--- src/rtl/swc_rr_dispatch_pkg.sv ---
// Shared types and helpers for the swc round-robin grant dispatcher.
// Index-to-one-hot is sized for up to 63 ports.
package swc_rr_dispatch_pkg;

  typedef enum logic [1:0] {
    IDLE = 2'd0,
    OWN  = 2'd1,
    NEXT = 2'd2,
    GAP  = 2'd3
  } disp_state_e;

  localparam int unsigned SWC_DEFAULT_TIMEOUT = 1024;
  localparam int unsigned SWC_OH_W            = 64;
  localparam int unsigned SWC_IDX_W           = 6;

  function automatic logic [SWC_OH_W-1:0] swc_idx2oh(
    input logic [SWC_IDX_W-1:0] idx
  );
    logic [SWC_OH_W-1:0] oh;
    oh      = '0;
    oh[idx] = 1'b1;
    return oh;
  endfunction

endpackage

--- src/rtl/swc_grant_watchdog.sv ---
// Ownership watchdog: counts OWN cycles and flags expiry at limit-1.
// Used by swc_rr_grant_dispatcher only with SWC_GRANT_TIMEOUT_EN.
module swc_grant_watchdog #(
  parameter int unsigned g_timeout_cycles = 1024
) (
  input  logic clk,
  input  logic rst,
  input  logic clear_i,
  input  logic run_i,
  output logic expire_o,
  output logic timeout_o
);

  localparam int unsigned CW = $clog2(g_timeout_cycles + 1);

  logic [CW-1:0] cnt_q, cnt_d;
  logic          tmo_q;

  assign expire_o  = run_i && (cnt_q == CW'(g_timeout_cycles - 1));
  assign timeout_o = tmo_q;

  always_comb begin
    cnt_d = cnt_q;
    if (clear_i) begin
      cnt_d = '0;
    end else if (run_i && !expire_o) begin
      cnt_d = cnt_q + 1'b1;
    end
  end

  always_ff @(posedge clk or posedge rst) begin
    if (rst) begin
      cnt_q <= '0;
      tmo_q <= 1'b0;
    end else begin
      cnt_q <= cnt_d;
      tmo_q <= expire_o;
    end
  end

endmodule

--- src/rtl/swc_rr_grant_dispatcher.sv ---
// Collects port requests for swc_rr_arbiter and turns its grant index into a level grant.
// Optional ownership watchdog and timeout_o port: define SWC_GRANT_TIMEOUT_EN.
module swc_rr_grant_dispatcher
  import swc_rr_dispatch_pkg::*;
#(
  parameter int unsigned g_num_ports      = 22,
  parameter int unsigned g_num_ports_log2 = 5,
  parameter int unsigned g_timeout_cycles = SWC_DEFAULT_TIMEOUT
) (
  input  logic                        clk,
  input  logic                        rst,
  input  logic [g_num_ports-1:0]      port_req_i,
  input  logic [g_num_ports-1:0]      port_done_i,
  output logic [g_num_ports-1:0]      port_grant_o,
  output logic [g_num_ports-1:0]      arb_request_o,
  input  logic [g_num_ports_log2-1:0] arb_grant_i,
  input  logic                        arb_grant_valid_i,
  output logic                        arb_next_o,
  output logic                        busy_o
`ifdef SWC_GRANT_TIMEOUT_EN
  ,
  output logic                        timeout_o
`endif
);

  disp_state_e state_q, state_d;

  logic [g_num_ports-1:0] pend_q, pend_d;
  logic [g_num_ports-1:0] grant_q, grant_d;
  logic                   next_q, next_d;

  logic [SWC_OH_W-1:0]             sel_oh;
  logic [g_num_ports-1:0]          sel_lo;
  logic [SWC_OH_W-g_num_ports-1:0] sel_hi;
  logic                            accept;
  logic                            reject;
  logic                            done_hit;
  logic                            release_own;

  // Any bit above the port range means the index is out of range.
  assign sel_oh          = swc_idx2oh(SWC_IDX_W'(arb_grant_i));
  assign {sel_hi, sel_lo} = sel_oh;

  assign accept   = (state_q == IDLE) && arb_grant_valid_i &&
                    !(|sel_hi) && (|(sel_lo & pend_q));
  assign reject   = (state_q == IDLE) && arb_grant_valid_i && !accept;
  assign done_hit = |(port_done_i & grant_q);

`ifdef SWC_GRANT_TIMEOUT_EN
  logic expire;

  swc_grant_watchdog #(
    .g_timeout_cycles(g_timeout_cycles)
  ) u_wdog (
    .clk      (clk),
    .rst      (rst),
    .clear_i  (accept),
    .run_i    (state_q == OWN),
    .expire_o (expire),
    .timeout_o(timeout_o)
  );

  assign release_own = done_hit || expire;
`else
  assign release_own = done_hit;
`endif

  always_comb begin
    state_d = state_q;
    grant_d = grant_q;
    next_d  = 1'b0;
    pend_d  = pend_q | port_req_i;
    unique case (state_q)
      IDLE: begin
        if (accept) begin
          state_d = OWN;
          grant_d = sel_lo;
          pend_d  = pend_d & ~sel_lo;
        end else if (reject) begin
          state_d = GAP;
          next_d  = 1'b1;
        end
      end
      OWN: begin
        if (release_own) begin
          state_d = NEXT;
          grant_d = '0;
          next_d  = 1'b1;
        end
      end
      NEXT:    state_d = GAP;
      GAP:     state_d = IDLE;
      default: state_d = IDLE;
    endcase
  end

  always_ff @(posedge clk or posedge rst) begin
    if (rst) begin
      state_q <= IDLE;
      pend_q  <= '0;
      grant_q <= '0;
      next_q  <= 1'b0;
    end else begin
      state_q <= state_d;
      pend_q  <= pend_d;
      grant_q <= grant_d;
      next_q  <= next_d;
    end
  end

  assign port_grant_o  = grant_q;
  assign arb_request_o = pend_q;
  assign arb_next_o    = next_q;
  assign busy_o        = (state_q == OWN);

endmodule
--- config.mk ---
export PLATFORM = sky130hd
export DESIGN_NAME = swc_rr_grant_dispatcher
export DESIGN_NICKNAME = d
export VERILOG_FILES = /design/src/rtl/swc_rr_dispatch_pkg.sv /design/src/rtl/swc_grant_watchdog.sv /design/src/rtl/swc_rr_grant_dispatcher.sv
export SDC_FILE = /design/constraint.sdc
export NUM_CORES = 1
export LEC_CHECK = 0
export CORE_MARGIN = 2
export CORE_UTILIZATION = 46
export DETAILED_ROUTE_END_ITERATION = 10
export GPL_ROUTABILITY_DRIVEN = 0
export PLACE_DENSITY_LB_ADDON = 0.15
export SYNTH_ARGS = -nofsm -noshare
export SYNTH_HDL_FRONTEND = slang
export SYNTH_HIERARCHICAL = 1
export SYNTH_SLANG_ARGS = --single-unit
--- constraint.sdc ---
create_clock -name clk -period 3.6 [get_ports clk]
set_clock_uncertainty 0.05 [all_clocks]
set_input_delay 0.54 -clock clk [delete_from_list [all_inputs] [get_ports clk]]
set_output_delay 0.54 -clock clk [all_outputs]
set_load 0.05 [all_outputs]
==> reports/results.ini, run 1 <==
[sta]
slew_headroom_pct=37.53
slew_viol_final=0
finalCritPeriodShare_pct=93.65
fmax_mhz=296.6
worst-slew-pin-transition_ns=0.9357
setup_viol=0
rsz0062_at_grt=no
hold_slack_ns=0.4772
period_needed_ns=3.371
finalHoldViolCount=0

[clock_network]
cts_buffers=5
cts_hold_buffers=0
postCtsResizedCells=0
htreeDepth=2
clk_path_buf_depth=2
post_cts_buffers=0
clk_latency_ns=0.30
clkTransAtPathRegs_ns=0.09
cts_tree=yes
clock-sinks=47
cts-root-buf=clkbuf_8

[floorplanning]
initial_core_util_pct=47.16
die_area_um2=5797
core_area_um2=5075
num_io_pins=98
die_h_um=76.14
rows=26
die-width_um=76.14

[synth]
yosysTopAreaCell=dfrtp_1
synth_top_area_share_pct=49.14
avgSynthCellArea_um2=10.73
ys_types=43
syn_inst=223
synth_edf_count=0
synth_area_um2=2394
ys_warn_count=6
synthTopCellsByArea=dfrtp_1, a32o_1, nor2_1
ys_ff_latch=47
synthArstFlopShare_pct=100.0
syn-num-nets=279
dominantRegCellSynth=dfrtp_1
synth_most_common_cell=dfrtp_1
ys_seq_area_share_pct=49.14
synth_common_cells=dfrtp_1, nor2_1, a32o_1

[outcome]
status=finished, final reports clean

[critical_path]
ff2ff_path_depth=6
start_kind=input pin
crit_type=input pin to register
critPathRequiredTime_ns=3.79
arrival_ns=3.56
crit_end=port_grant_o[16]$_DFFE_PP0P_
worst-r2r-setup-slack_ns=0.97
startpoint=arb_grant_i[0]
r2r-start=arb_request_o[21]$_DFF_PP0_
r2r-end=port_grant_o[16]$_DFFE_PP0P_
worstPathMaxFanout=22
critPathCaptureType=register

[hold_path]
min_path_type=register to register
worstHoldStart=port_grant_o[7]$_DFFE_PP0P_

[cells_and_area]
drive_above_1_share_pct=8.125
nets=375
diodes=0
area_growth_pct=46.47
utilization_pct=69.08

[pwr]
p_leak_nw=1.386
power_mw=1.360
powerDensity_nw_per_um2=388.0
ir_worst_vdd_v=0.0003795

[route]
ant_nets=0
vias=2220
first_iter_violations=184
vias_per_cell=5.692
wire_per_inst_um=17.55
drcViolationCount=0
firstDrtPassIters=4
routed_wl_mm=6.846

[grt]
grt-ovfl-total=0
antenna_found_initial=0
grt_pass1_wl_mm=11.12
grt_max_degree=48
grt_pass1_vias=2169
grt_use_total_pct=23.98

[run]
maxCapViolCount=0

[placed_design]
place_hpwl_mm=5.125
io_buffer_count=97

through the flow:
step,TNS [ns],setup slack (ns),std cells,instance area [µm²]
final,0,0.2287,390,3506
after CTS,0,0.2653,390,3506
after floorplan,0,1.242,223,2394
after global placement,0,0.03125,382,3407
after detailed placement,-0.1658,-0.02537,382,3407
after global routing,0,0.04369,390,3506
cell type report:
class                           count  area, µm²
Clock buffer                        6      82.58
Clock inverter                      2      16.27
Fill cell                         417       1569
Inverter                            8      30.03
Multi-Input combinational cell    151       1062
Sequential cell                    47       1176
Tap cell                           70      87.58
Timing Repair Buffer              106       1051
worst min path at each step:
stage	to	slack [ns]	cells past startpoint
6_report	port_grant_o[7]$_DFFE_PP0P_	0.48	1
5_1_grt	port_grant_o[7]$_DFFE_PP0P_	0.50	1
4_1_cts	port_grant_o[7]$_DFFE_PP0P_	0.48	1
3_5_place_dp	port_grant_o[7]$_DFFE_PP0P_	0.46	1
3_3_place_gp	arb_request_o[15]$_DFF_PP0_	0.46	1
2_1_floorplan	state_q[1]$_DFFE_PP0P_	0.46	1
critical path, cell delays in order:
cell,delay [ns]
clkdlybuf4s50_1,0.83
mux2i_1,0.27
o22ai_1,0.12
o41ai_1,0.58
a311oi_4,0.21
o21ai_2,0.75
a22o_1,0.26
report_power, final:
group	switching, mW	total (mW)	internal (mW)	leakage (nW)
logic	0.277	0.454	0.177	0.803
registers	0.0176	0.572	0.554	0.536
clock network	0.178	0.335	0.157	0.0474
registers in the layout, summed over array words and instances (netlist names):
name and cells:
arb_request_o 22, port_grant_o 22, state_q 2, arb_next_o 1
placed cells by master, fill, tap and decap left out, types with 4 or more instances in the layout:
master	n
nand3b_1	6
a31oi_1	9
buf_4	8
ha_1	4
inv_1	7
mux2i_1	4
clkdlybuf4s50_1	97
a21oi_1	11
dfrtp_1	47
nor2_1	33
nand2_1	5
and3_1	4
a22o_1	11
a22oi_1	6
a32o_1	16
clkbuf_8	6
per-layer routing:
layer | GRT usage (%) | share of wire [%] | vias to the layer above
li1 | - | - | 1037
met1 | 33.39 | 42 | 1071
met2 | 37.77 | 48 | 101
met3 | 4.858 | 7.7 | 11
met4 | 8.000 | 1.7 | 0
met5 | 0 | 0 | -
cell families (layout without fill, tap and decap cells):
logic type	count (synthesis)	count (layout)	synth area share [%]
AOI/OAI and AO/OA	71	71	23.52
buffers and inverters	25	122	6.952
muxes	7	7	3.084
DFF	47	47	49.14
adders and majority gates	4	4	2.091
and+or+nand+nor	69	69	15.21
No activity file was read; power rests on OpenSTA's default activity.
==> run 2, diff against run 1 <==
- SLEW_MARGIN: unset -> 20
==> results of run 2 <==
The final DEF is identical to that of run 1; final timing and power are the same.
==> run 3, diff against run 2 <==
- CAP_MARGIN: unset -> 10
==> results of run 3 <==
The final DEF is identical to that of run 1; final timing and power are the same.
